`src/rtl/timer_mmio_arbiter.sv`:
```
// Two-master round-robin arbiter in front of the timer MMIO port.
// One transaction in flight; out-of-window addresses and read timeouts complete with err.
module timer_mmio_arbiter #(
   parameter logic [15:0] BASE_HI    = 16'h3FF5,
   parameter int          RD_TIMEOUT = 16
) (
   input  logic        clk,
   input  logic        rst,
   input  logic        req0,
   input  logic        req1,
   input  logic [31:0] addr0,
   input  logic [31:0] addr1,
   input  logic [31:0] wdata0,
   input  logic [31:0] wdata1,
   input  logic        we0,
   input  logic        we1,
   output logic        ack0,
   output logic        ack1,
   output logic [31:0] rdata0,
   output logic [31:0] rdata1,
   output logic        err0,
   output logic        err1,
   output logic [31:0] t_addr,
   output logic [31:0] t_wdata,
   output logic        t_wr,
   output logic        t_rd,
   input  logic        t_rd_valid,
   input  logic [31:0] t_rdata
);

   localparam logic [1:0] S_IDLE    = 2'd0;
   localparam logic [1:0] S_ISSUE   = 2'd1;
   localparam logic [1:0] S_WAIT_RD = 2'd2;
   localparam logic [1:0] S_DONE    = 2'd3;

   localparam int               CNT_W   = (RD_TIMEOUT > 2) ? $clog2(RD_TIMEOUT) : 1;
   localparam logic [CNT_W-1:0] CNT_MAX = CNT_W'(RD_TIMEOUT - 1);

   logic [1:0]       state;
   logic             gid;
   logic             last_grant;
   logic             we_l;
   logic [CNT_W-1:0] cnt;
   logic [1:0]       ack_r;
   logic [1:0]       err_r;
   logic [1:0][31:0] rdata_r;

   logic             g_id;
   logic [31:0]      g_addr;
   logic [31:0]      g_wdata;
   logic             g_we;
   logic             g_in_win;

   // Round-robin pick: on contention the requester not served last wins.
   always_comb begin
      g_id = 1'b0;
      if (req0 && req1)
         g_id = ~last_grant;
      else if (req1)
         g_id = 1'b1;
      g_addr   = g_id ? addr1  : addr0;
      g_wdata  = g_id ? wdata1 : wdata0;
      g_we     = g_id ? we1    : we0;
      g_in_win = (g_addr[31:16] == BASE_HI);
   end

   always_ff @(posedge clk) begin
      if (rst) begin
         state      <= S_IDLE;
         gid        <= 1'b0;
         last_grant <= 1'b1;
         we_l       <= 1'b0;
         cnt        <= '0;
         ack_r      <= '0;
         err_r      <= '0;
         rdata_r    <= '0;
         t_addr     <= '0;
         t_wdata    <= '0;
         t_wr       <= 1'b0;
         t_rd       <= 1'b0;
      end else begin
         case (state)
            S_IDLE: begin
               if (req0 || req1) begin
                  gid        <= g_id;
                  last_grant <= g_id;
                  we_l       <= g_we;
                  if (g_in_win) begin
                     t_addr  <= g_addr;
                     t_wdata <= g_wdata;
                     t_wr    <= g_we;
                     t_rd    <= ~g_we;
                     state   <= S_ISSUE;
                  end else begin
                     ack_r[g_id]   <= 1'b1;
                     err_r[g_id]   <= 1'b1;
                     rdata_r[g_id] <= '0;
                     state         <= S_DONE;
                  end
               end
            end
            S_ISSUE: begin
               t_wr <= 1'b0;
               t_rd <= 1'b0;
               if (we_l) begin
                  ack_r[gid] <= 1'b1;
                  err_r[gid] <= 1'b0;
                  state      <= S_DONE;
               end else begin
                  cnt   <= '0;
                  state <= S_WAIT_RD;
               end
            end
            S_WAIT_RD: begin
               if (t_rd_valid) begin
                  rdata_r[gid] <= t_rdata;
                  ack_r[gid]   <= 1'b1;
                  err_r[gid]   <= 1'b0;
                  state        <= S_DONE;
               end else if (cnt == CNT_MAX) begin
                  rdata_r[gid] <= '0;
                  ack_r[gid]   <= 1'b1;
                  err_r[gid]   <= 1'b1;
                  state        <= S_DONE;
               end else begin
                  cnt <= cnt + 1'b1;
               end
            end
            default: begin
               // Requests are ignored here so a still-high req is not re-granted.
               ack_r <= '0;
               err_r <= '0;
               state <= S_IDLE;
            end
         endcase
      end
   end

   assign ack0   = ack_r[0];
   assign ack1   = ack_r[1];
   assign err0   = err_r[0];
   assign err1   = err_r[1];
   assign rdata0 = rdata_r[0];
   assign rdata1 = rdata_r[1];

endmodule

```
`config.mk`:
```
export PLATFORM = sky130hd
export DESIGN_NAME = timer_mmio_arbiter
export DESIGN_NICKNAME = d
export VERILOG_FILES = /design/src/rtl/timer_mmio_arbiter.sv
export SDC_FILE = /design/constraint.sdc
export NUM_CORES = 1
export LEC_CHECK = 0
export ABC_AREA = 1
export CAP_MARGIN = 20
export CELL_PAD_IN_SITES_DETAIL_PLACEMENT = 0
export CELL_PAD_IN_SITES_GLOBAL_PLACEMENT = 1
export CORE_MARGIN = 3
export CORE_UTILIZATION = 32
export CTS_CLUSTER_SIZE = 20
export DETAILED_ROUTE_END_ITERATION = 10
export PLACE_DENSITY = 0.95
export SLEW_MARGIN = 20
export SYNTH_ARGS = -nofsm -noshare
export SYNTH_HDL_FRONTEND = slang
export SYNTH_SLANG_ARGS = --single-unit
```
`constraint.sdc`:
```
create_clock -name clk -period 3.8 [get_ports clk]
set_input_delay 0.57 -clock clk [delete_from_list [all_inputs] [get_ports clk]]
set_output_delay 0.57 -clock clk [all_outputs]
set_load 0.05 [all_outputs]
```
======== Word-level counts from Yosys, hierarchy flattened ========
Index checks and enable logic that the tools add are counted.
operators by class
  $add $sub $neg .......................... 1
  $lt $le $gt $ge ......................... 4
  equality and inequality tests ........... 12
  multiplexer cells ....................... 47
  bitwise operators ....................... 12
  reductions and logical operators ........ 15
operators with widths
  operator                count
  $mux W64                4
  $and A64 B64 Y64        2
  $mux W32                4
  $not A64 Y64            2
  $pmux W64 S2            1
  $bwmux W64              1
  $demux W32 S1           2
  $mux W2                 14
  $pmux W2 S3             3
  $eq A16 B14 Y1 const B  1
  $ne A2 B2 Y1 const B    7
  $mux W4                 3
  $reduce_and A4 Y1       3
  $mux W1                 10
  $or A2 B2 Y2            4
  $pmux W4 S2             1
  $reduce_and A3 Y1       2
  $reduce_bool A2 Y1      3
  $add A4 B1 Y4 const B   1
  $eq A4 B4 Y1 const B    1
  $lt A1 B2 Y1 const B    2
  $pmux W1 S2             2
  $reduce_and A2 Y1       2
  $logic_and A1 B1 Y1     3
  other kinds (10)        13
word-level totals
  register bits ........................... 143
  input port bits ......................... 167
  output and inout port bits .............. 134
  word-level logic and storage cells ...... 104

======== Logic depth before layout (Yosys ltp) ========
Gate-level depths: netlist of the first run.
  depth after elaboration ................. 11
  depth in mapped cells ................... 15
  mapped depth without buffers ............ 12

======== Worst setup path before layout of the first run ========
No wires, ideal clock.
  kind .................................... in2reg
  from .................................... in req1
  to ...................................... reg rdata_r, in the netlist rdata1[23]
  setup time .............................. 114 ps
  arrival ................................. 1,966 ps
  data required time ...................... 3,686 ps
  setup slack ............................. 1,721 ps
  stages .................................. 15
  path buffers ............................ 4
  cells stage by stage .................... buf_2 nand2_4 buf_6 nand2_1 nand2_1 nor2_1 nand2_1 nor2_1 nand3_1 buf_4 nand3_4 buf_4 nand2_1 nand2_1 nor2_1
on the way
  longest elaborated chain between the ends .. 11
  elaborated cells on any way between the ends .. 19
  those cells by class .................... order compare (2); eq/ne (3); mux (8); bitwise (2); reduce/logical (4)
RTL lines
  what                                                                       RTL line  source
  start, declared                                                            10        input logic req1,
  $mux W1 / $logic_and A1 B1 Y1 (equally long branches)                      59, 57
  $mux W1                                                                    57        if (req0 && req1)
  $lt A1 B2 Y1 (not written as such) / $ge A1 B1 Y1 (equally long branches)  97        rdata_r[g_id] <= '0;
  $logic_and A1 B1 Y1 (not written as such)                                  97
  $mux W32 (not written as such)                                             97
  $demux W32 S1                                                              97
  $not A64 Y64 (no source line)                                              --
  $and A64 B64 Y64 (no source line)                                          --
  $mux W64                                                                   88        if (g_in_win) begin
  $mux W64                                                                   84        if (req0 || req1) begin
  $pmux W64 S2                                                               82        case (state)
  end signal, assigned by index                                              116       rdata_r[gid] <= t_rdata;
  end, declared                                                              46        logic [1:0][31:0] rdata_r;
Several ways; a longest one is shown, not always the timed one. The select of a mux whose other input is x is not followed.
A chain may end at the register's enable or synchronous reset.

======== Worst setup path after layout of the first run ========
  from .................................... in req0
  to ...................................... reg rdata_r, in the netlist rdata1[19]
on the way
  longest elaborated chain between the ends .. 11
  elaborated cells on any way between the ends .. 18
  those cells by class .................... order compare (2); eq/ne (3); mux (7); bitwise (2); reduce/logical (4)
RTL lines
  what                                                                       RTL line  source
  start, declared                                                            9         input logic req0,
  $logic_and A1 B1 Y1                                                        57
  $mux W1                                                                    57
  $lt A1 B2 Y1 (not written as such) / $ge A1 B1 Y1 (equally long branches)  97
  $logic_and A1 B1 Y1 (not written as such)                                  97
  $mux W32 (not written as such)                                             97
  $demux W32 S1                                                              97
  $not A64 Y64 (no source line)                                              --
  $and A64 B64 Y64 (no source line)                                          --
  $mux W64                                                                   88
  $mux W64                                                                   84
  $pmux W64 S2                                                               82
Several ways; a longest one is shown, not always the timed one. The select of a mux whose other input is x is not followed.

==> flow_metrics.tcl, run 1 <==
set metrics [dict create \
    outcome "completed" \
    antenna_found_initial 1 \
    p_leak_nw 5.20 \
    dr.pass1.iters 4 \
    syn_nets 1504 \
    grt_max_degree 102 \
    synth.top_cells.by_count "nand2_1, inv_1, nor2_1" \
    via_per_inst 4.70 \
    htreeDepth 4 \
    clock_sinks 143 \
    fp.dieArea_sq_um 27200 \
    synth_area_sq_um 8080 \
    grt_pass1_wl_microns 44200 \
    crit_end "rdata1[19]" \
    reg2reg_from "last_grant" \
    slew_headroom 0.277 \
    grt_use_met3 0.0712 \
    drtIter0Drc 763 \
    antenna_left 0 \
    critPathMaxStageDelay_ps 650 \
    rrSetupSlack_ps 990 \
    hold_buffers 0 \
    grt_pass1_vias 8411 \
    n_antenna_cell 0 \
    grt_usage 0.205 \
    syn_area_per_cell_sq_um 6.06 \
    rsz0062_at_grt "false" \
    setup.worst_path.start "req0" \
    grtUsageMet2 0.339 \
    timing.critical_path.cells "clkdlybuf4s50_1 > nand2_2 > nand2_4 > nand2_1 > nand2_1 > nor2_1 > nand2_1 > nor2_1 > nand3_1 > nand3_4 > a21oi_1 > nor2_1" \
    ios 301 \
    syn_inst 1332 \
    power_density_nw_per_um2 605 \
    required_ps 4110 \
    nets 1754 \
    die_h_microns 165 \
    max_freq_mhz 326 \
    synthArstFlopShare 0 \
    maxSlewViolCount 0 \
    hold_class "flip-flop to flip-flop" \
    cts_resized 0 \
    power_mw 7.18 \
    worst_ir_drop_vdd_mv 0.452 \
    yosys_warnings 0 \
    clkTransAtPathRegs_ps 70 \
    r2r_cells 12 \
    ys_top_cells_by_area "dfxtp_1, nand2_1, inv_1" \
    vias 9024 \
    synth_edf_count 0 \
    critPathTopFamily "simple AND/OR/NAND/NOR gates" \
    place.gp.congestion 0.850 \
    postCtsSetupRepairBufs 0 \
    drive_gt1_frac 0.0389 \
    cts_tree "done" \
    initial_core_util 0.329 \
    ys_seq_area_frac 0.355 \
    drt_wl_total_microns 28800 \
    worst-path-stages 12 \
    synth_top_area_share 0.355 \
    slowest_stage "nand3_4" \
    wl_per_cell_microns 15.0 \
    synth_flop_cell "dfxtp_1" \
    clk_latency_ps 430 \
    period_share 0.808 \
    yosysMostFrequentCell "nand2_1" \
    arrival_ps 3380 \
    ys_ff_latch 143 \
    gr-total-overflow 0 \
    finalSetupViolations 0 \
    hold_viol_final 0 \
    start_kind "input port" \
    cp_num_buf_inv 1 \
    path_class "input port to flip-flop" \
    cp-end-kind "flip-flop" \
    r2r-end "rdata1[8]" \
    fin_tns_setup_ps 0 \
    finalCriticalPeriod_ps 3070 \
    top_usage_layer "met2" \
    synth_area_leader_cell "dfxtp_1" \
    syn_to_final_growth_pct 47.0 \
    skew_ps 12.5 \
    yosys.cell_types.count 36 \
    drc 0 \
    core_area_sq_um 24500 \
    die_width_microns 165 \
    dp_hpwl_microns 20300 \
    worst_pin_slew_ps 1080 \
    rows 57 \
    io_buffers 300 \
    clk_path_buf_depth 2 \
    maxCapViolCount 0 \
    crit_fanout 64 \
    gr-usage-met1 0.249 \
    numCtsBuffers 17 \
    cts_root_buf "clkbuf_16" \
]
[sequential cells by signal (all words and copies together), names as in the netlist, 2 cells and up]
name     count
rdata1      32
err_r        2
state        2
t_wdata     32
rdata0      32
ack_r        2
cnt          4
t_addr      32
[power by group]
part / internal (mW) / switching (mW) / leakage [nW]
clock network: 0.995 / 0.746 / 0.292
registers: 1.74 / 0.201 / 1.17
logic: 1.17 / 2.33 / 3.75
total: 3.90 / 3.28 / 5.20
[cells in the final DEF (no fill, tap or decap), types with 7 or more instances in the layout]
cell and n:
inv_1 191, o211ai_1 23, clkdlybuf4s50_1 300, dfxtp_1 142, o21a_1 12, nor2_1 157
nand3b_1 11, clkbuf_16 17, buf_4 14, nand3_1 92, nand4_1 7, nand2_1 391
a21oi_1 53, o21ai_0 124
[per-layer routing]
metal | share of wire | routed length (microns)
met5 | 0.00045 | 13
met4 | 0.025 | 709
met3 | 0.092 | 2660
met2 | 0.45 | 13100
met1 | 0.43 | 12400
[area by class of cell]
type	instances	area (sq um)
fillers	2463	12700
multi-input cells	907	4100
repair buffers	317	3170
flip-flops and latches	143	2860
inverters	196	737
clock buffers	18	429
well taps	324	405
clock inverters	14	171
[how the worst min path moves through the flow]
| stage | from | end | slack (ps) | cells after the start |
|---|---|---|---|---|
| final | t_rd | t_rd | 470 | 2 |
| after CTS | t_rd | t_rd | 470 | 2 |
| after floorplan | last_grant | last_grant | 450 | 2 |
| after detailed placement | t_addr[26] | t_addr[26] | 460 | 1 |
| after global routing | t_addr[27] | t_addr[27] | 490 | 1 |
| after global placement | t_rd | t_rd | 450 | 2 |
[tightest hold or removal path: stages (launching register included)]
cell	delay (ps)
dfxtp_1	310
nand2_1	60
a21oi_1	50
[stage by stage]
stage	hold slack [ps]	instances	util	setup slack, ps	instance area (sq um)
global placement	450	1887	0.459	375	11300
detailed placement	459	1887	0.459	303	11300
floorplan	448	1332	-	1720	8080
CTS	471	1919	0.484	761	11900
finish	465	1919	0.484	729	11900
global route	490	1919	0.484	320	11900
[kinds of logic (layout without fill, tap and decap cells)]
logic type,Yosys count,after routing,synth area share
AND/OR/NAND/NOR,672,672,0.340
AO/OA/AOI/OAI,229,229,0.157
flip-flops,143,143,0.355
adder cells (fa/ha/maj),5,5,0.00775
buffers and inverters,282,545,0.139
multiplexers,1,1,0.00124
(Power assumes the default switching activity.)
==> run 2, diff against run 1 <==
--- a/config.mk
+++ b/config.mk
@@ -10,10 +10,10 @@
 export CELL_PAD_IN_SITES_DETAIL_PLACEMENT = 0
 export CELL_PAD_IN_SITES_GLOBAL_PLACEMENT = 1
 export CORE_MARGIN = 3
-export CORE_UTILIZATION = 32
+export CORE_UTILIZATION = 27
 export CTS_CLUSTER_SIZE = 20
 export DETAILED_ROUTE_END_ITERATION = 10
-export PLACE_DENSITY = 0.95
+export PLACE_DENSITY = 0.87
 export SLEW_MARGIN = 20
 export SYNTH_ARGS = -nofsm -noshare
 export SYNTH_HDL_FRONTEND = slang
==> constraint.sdc (replaced) <==
create_clock -name clk -period 2.55 [get_ports clk]
set_input_delay 0.3825 -clock clk [delete_from_list [all_inputs] [get_ports clk]]
set_output_delay 0.3825 -clock clk [all_outputs]
set_load 0.05 [all_outputs]
==> flow_metrics.tcl, run 2 (synthesis results as in run 1) <==
set metrics [dict create \
    core_area_sq_um 29100 \
    cts_resized 0 \
    layout_common_cells "nand2_1, clkdlybuf4s50_1, inv_1, nor2_1, dfxtp_1" \
    grt_max_degree 101 \
    rows 62 \
    placed_area_sq_um 11500 \
    final_area_sq_um 12200 \
    gr-usage-met1 0.218 \
    setup.worst_path.start "state[0]" \
    grtUsageMet2 0.310 \
    gr-total-overflow 0 \
    worst_pin_slew_ps 668 \
    grt_pass1_wl_microns 45900 \
    clk_path_buf_depth 2 \
    period_share 0.858 \
    crit_top_cell "nand2_1" \
    hold_buffers 0 \
    power_density_nw_per_um2 917 \
    die_h_microns 179 \
    finalSetupViolations 0 \
    vias 9146 \
    path_class "flip-flop to flip-flop" \
    clock_sinks 143 \
    crit_fanout 30 \
    postCtsSetupRepairBufs 0 \
    required_ps 2890 \
    reg2reg_from "state[0]" \
    drive_gt1_frac 0.0454 \
    dp_hpwl_microns 21700 \
    antenna_found_initial 4 \
    critPathTopFamily "simple AND/OR/NAND/NOR gates" \
    die_width_microns 179 \
    drtIter0Drc 645 \
    dr.pass1.iters 7 \
    fp.dieArea_sq_um 32000 \
    maxSlewViolCount 0 \
    p_leak_nw 5.31 \
    ios 301 \
    start_kind "flip-flop" \
    outcome "completed" \
    cts_root_buf "clkbuf_16" \
    n_antenna_cell 0 \
    dp_cells 1960 \
    timing.critical_path.cells "inv_1 > ha_1 > buf_4 > nand2_1 > nor2_1 > a22oi_1 > nand2_1 > nand4_1 > a21oi_1" \
    clkTransAtPathRegs_ps 60 \
    cp-end-kind "flip-flop" \
    hold_viol_final 0 \
    top_usage_layer "met2" \
    wl_per_cell_microns 15.2 \
    antenna_left 0 \
    htreeDepth 4 \
    drt_wl_total_microns 30300 \
    worst_ir_drop_vdd_mv 0.516 \
    numCtsBuffers 17 \
    skew_ps 14.9 \
    place.gp.congestion 0.830 \
    io_buffers 300 \
    finalCriticalPeriod_ps 2190 \
    slowest_stage "nor2_1" \
    via_per_inst 4.59 \
    grt_use_met3 0.0657 \
    hold_class "flip-flop to flip-flop" \
    syn_to_final_growth_pct 50.5 \
    cts_tree "done" \
    grt_pass1_vias 8609 \
    hold_path_startpoint "t_addr[25]" \
    maxCapViolCount 0 \
    drc 0 \
    initial_core_util 0.278 \
    slew_headroom 0.553 \
    critPathMaxStageDelay_ps 440 \
    clk_latency_ps 420 \
    mostFrequentLayoutCell "nand2_1" \
    grt_usage 0.182 \
    arrival_ps 2530 \
    nets 1767 \
    rsz0062_at_grt "false" \
    max_freq_mhz 457 \
    final_cells 1991 \
    cp_num_buf_inv 2 \
]
[run 2: cell types whose count changed in the layout (fill, tap and decap cells not counted)]
cell,previous run,this run
buf_12,3,9
buf_4,14,21
bufinv_16,2,5
clkinv_2,1,3
inv_6,5,2
inv_8,3,0
nor4_1,0,1
nor4_2,1,0
[run 2: final timing paths]
kind	depth (start not counted)	endpoint	slack (ps)
max	9	rdata0[26]	360
min	1	t_addr[25]	460
max reg2reg	9	rdata0[26]	360
min reg2reg	1	t_addr[25]	460
[run 2: layer usage]
layer,up-vias,part of all wire,routed length [microns]
met1,4137,0.41,12400
li1,4673,-,-
met4,8,0.017,524
met2,287,0.47,14300
met3,41,0.10,3070
met5,-,0.0017,53
[run 2: report_power, final]
part	total (mW)	leakage, nW	internal [mW]	switching [mW]
Combinational	5.49	3.84	1.92	3.57
Clock	2.78	0.311	1.74	1.04
Sequential	2.87	1.17	2.60	0.273
Total	11.1	5.31	6.26	4.88
[run 2: area by class of cell]
class | instances | area, sq um
Clock buffer | 18 | 429
Clock inverter | 13 | 211
Fill cell | 2978 | 16900
Inverter | 196 | 737
Multi-Input combinational cell | 907 | 4090
Sequential cell | 143 | 2860
Tap cell | 384 | 480
Timing Repair Buffer | 330 | 3340
[run 2: metrics by stage]
stage / setup WS (ps) / TNS [ps] / util / power, mW / hold WS [ps]
finish: 362 / 0 / 0.418 / 11.1 / 462
global route: 38.4 / 0 / 0.418 / 11.9 / 480
CTS: 338 / 0 / 0.418 / 11.3 / 466
detailed placement: -106 / -1760 / 0.396 / 8.41 / 455
global placement: -31.6 / -65.2 / 0.396 / 8.29 / 450
floorplan: 508 / 0 / - / 6.60 / 448
==> run 3, diff against run 2 <==
--- a/config.mk
+++ b/config.mk
@@ -5,15 +5,15 @@
 export SDC_FILE = /design/constraint.sdc
 export NUM_CORES = 1
 export LEC_CHECK = 0
-export ABC_AREA = 1
 export CAP_MARGIN = 20
 export CELL_PAD_IN_SITES_DETAIL_PLACEMENT = 0
 export CELL_PAD_IN_SITES_GLOBAL_PLACEMENT = 1
 export CORE_MARGIN = 3
-export CORE_UTILIZATION = 27
+export CORE_UTILIZATION = 26
 export CTS_CLUSTER_SIZE = 20
 export DETAILED_ROUTE_END_ITERATION = 10
-export PLACE_DENSITY = 0.87
+export GPL_TIMING_DRIVEN = 0
+export PLACE_DENSITY = 0.86
 export SLEW_MARGIN = 20
 export SYNTH_ARGS = -nofsm -noshare
 export SYNTH_HDL_FRONTEND = slang
==> flow_metrics.tcl, run 3 <==
set metrics [dict create \
    outcome "completed" \
    period_share 0.939 \
    maxSlewViolCount 0 \
    clock_sinks 143 \
    power_frac_seq 0.364 \
    yosysMostFrequentCell "dfxtp_1" \
    synth_top_family_by_area "compound AO/OA/AOI/OAI gates" \
    synth_edf_count 0 \
    cts_root_buf "clkbuf_16" \
    n_antenna_cell 0 \
    drt_wl_total_microns 21200 \
    rows 54 \
    yosys.cell_types.count 44 \
    fin_tns_setup_ps 0 \
    antenna_left 0 \
    mostFrequentLayoutCell "clkdlybuf4s50_1" \
    grt_max_degree 17 \
    synth_area_leader_cell "dfxtp_1" \
    dp_hpwl_microns 16300 \
    grt_usage 0.169 \
    synth_fa_ha_area_frac 0.0107 \
    antenna_found_initial 0 \
    drc 0 \
    core_area_sq_um 22000 \
    pwr-share-comb 0.268 \
    required_ps 2850 \
    p_leak_nw 3.49 \
    rrSetupSlack_ps 160 \
    synthXorXnorAreaFrac 0.00300 \
    ys_seq_area_frac 0.490 \
    crit_fanout 8 \
    synth_top_area_share 0.490 \
    p_clk_frac 0.368 \
    swShare 0.332 \
    synth-compound-area-share 0.247 \
    yosys_warnings 0 \
    p_sw_mw 2.23 \
    worst_pin_slew_ps 804 \
    nets 1052 \
    syn_nets 734 \
    arrival_ps 2690 \
    maxCapViolCount 0 \
    initial_core_util 0.266 \
    worst_ir_drop_vdd_mv 0.341 \
    grt_pass1_vias 5726 \
    synth_flop_cell "dfxtp_1" \
    syn_to_final_growth_pct 67.3 \
    numCtsBuffers 17 \
    clkTransAtPathRegs_ps 60 \
    multi_input_area_sq_um 2710 \
    path_class "flip-flop to flip-flop" \
    cp-end-kind "flip-flop" \
    synthSimpleGateAreaFrac 0.106 \
    timing.critical_path.cells "inv_1 > ha_1 > nor2b_1 > a22o_2 > a221oi_2 > and2_0 > mux2_2" \
    reg2reg_from "state[0]" \
    finalHoldWorstSlack_ps 472 \
    syn_area_per_cell_sq_um 10.4 \
    wl_per_cell_microns 18.0 \
    synth_area_sq_um 5840 \
    ys_ff_latch 143 \
    vias 5691 \
    power_density_nw_per_um2 687 \
    clk_path_buf_depth 2 \
    regArea_sq_um 2860 \
    hold_viol_final 0 \
    critPathMaxStageDelay_ps 390 \
    drive_gt1_frac 0.0817 \
    htreeDepth 4 \
    place.gp.congestion 0.811 \
    slowest_stage "dfxtp_1" \
    synthMuxAreaShare 0.0951 \
    drtIter0Drc 252 \
    start_kind "flip-flop" \
    finalSetupViolations 0 \
    hold_path_startpoint "rdata1[1]" \
    syn_inst 562 \
    fill_cells 2127 \
    dr.pass1.iters 4 \
    clk_latency_ps 420 \
    min_path_cells 1 \
    r2r_cells 7 \
    fp.dieArea_sq_um 24300 \
    r2r-end "err_r[0]" \
    ys_top_cells_by_area "dfxtp_1, a22o_1, mux2i_1" \
    max_freq_mhz 418 \
    rsz0062_at_grt "true" \
    ios 301 \
    hold_class "flip-flop to flip-flop" \
    gr-total-overflow 0 \
    holdPathEnd "rdata1[1]" \
    synthArstFlopShare 0 \
    die_h_microns 156 \
    internal_power_mw 4.49 \
    die_width_microns 156 \
    via_per_inst 4.85 \
    finalCriticalPeriod_ps 2390 \
    grt_pass1_wl_microns 32000 \
    skew_ps 10.2 \
    io_buffers 299 \
    cts_tree "done" \
    slew_headroom 0.464 \
    layout_common_cells "clkdlybuf4s50_1, dfxtp_1, a21oi_1, a22o_1" \
    synth.top_cells.by_count "dfxtp_1, a21oi_1, a22o_1" \
]
run 3: cell count changes after synthesis, moves of 12 or more:
| cell | previous run | this run |
|---|---|---|
| nand2_1 | 391 | 8 |
| inv_1 | 192 | 3 |
| nor2_1 | 157 | 20 |
| o21ai_0 | 124 | 3 |
| nand3_1 | 93 | 3 |
| a22o_1 | 0 | 66 |
| a211oi_1 | 0 | 51 |
| mux2i_1 | 1 | 51 |
| nor2b_1 | 0 | 36 |
| clkbuf_1 | 54 | 24 |
| o211ai_1 | 23 | 1 |
| a21oi_1 | 53 | 68 |
| o21a_1 | 12 | 0 |
run 3: what timing repair did:
| action | 4_1_cts | 5_1_grt |
|---|---|---|
| hold buffers | 0 | 0 |
| setup endpoints to repair | 2 | 64 |
| hold endpoints to repair | 0 | 0 |
| buffers inserted | 0 | 0 |
| pin swaps | 0 | 0 |
| resized for setup | 1 | 2 |
run 3: worst max-delay path by stage:
| stage | endpoint | depth (start not counted) | from |
|---|---|---|---|
| finish | err_r[0] | 7 | state[0] |
| detailed placement | t_wr | 7 | addr0[24] |
| floorplan | err_r[0] | 7 | state[0] |
| global placement | t_wr | 7 | addr0[31] |
| CTS | rdata0[20] | 8 | state[0] |
| global route | rdata0[14] | 8 | state[0] |
run 3: kinds of logic after synthesis:
logic type / Yosys count
XOR/XNOR: 2
flip-flops: 143
AO/OA/AOI/OAI: 202
buffers and inverters: 55
multiplexers: 55
adder cells (fa/ha/maj): 5
AND/OR/NAND/NOR: 100
run 3: routing by layer:
layer	global-route usage	wire length [microns]
met5	0	0
met1	0.208	9160
met4	0.0538	424
met2	0.275	9600
met3	0.0624	1970
run 3: area by class of cell:
type / count / area share
multi-input combinational: 364 / 0.278
clock buffer: 17 / 0.0435
timing repair buffer: 299 / 0.306
sequential: 143 / 0.293
buffer: 52 / 0.0276
inverter: 3 / 0.00115
clock inverter: 15 / 0.0152
tap: 280 / 0.0358
run 3: worst max-delay path: cells and delay by family (launching register included):
| kind | cells | cell delay [ps] |
|---|---|---|
| compound gates | 2 | 670 |
| simple gates | 2 | 550 |
| flops | 1 | 390 |
| mux | 1 | 370 |
| fa+ha+maj | 1 | 210 |
| buf+inv | 1 | 80 |
run 3: power groups by stage:
stage | combinational, mW | sequential, mW | clock [mW]
after global placement | 1.79 | 2.49 | 0
after floorplan | 0.804 | 2.78 | 0
after CTS | 1.81 | 2.45 | 2.53
final | 1.80 | 2.45 | 2.47
after detailed placement | 1.81 | 2.50 | 0
after global routing | 1.94 | 2.46 | 2.64
run 3: stage by stage:
stage | instance area [sq um] | setup WS [ps] | cells | util | total power [mW]
floorplan | 5840 | 492 | 562 | - | 3.59
global placement | 9190 | -420 | 1141 | 0.418 | 4.28
detailed placement | 9190 | -444 | 1141 | 0.418 | 4.31
CTS | 9760 | 81.0 | 1173 | 0.445 | 6.79
global route | 9770 | -1.48 | 1173 | 0.445 | 7.04
finish | 9770 | 156 | 1173 | 0.445 | 6.71
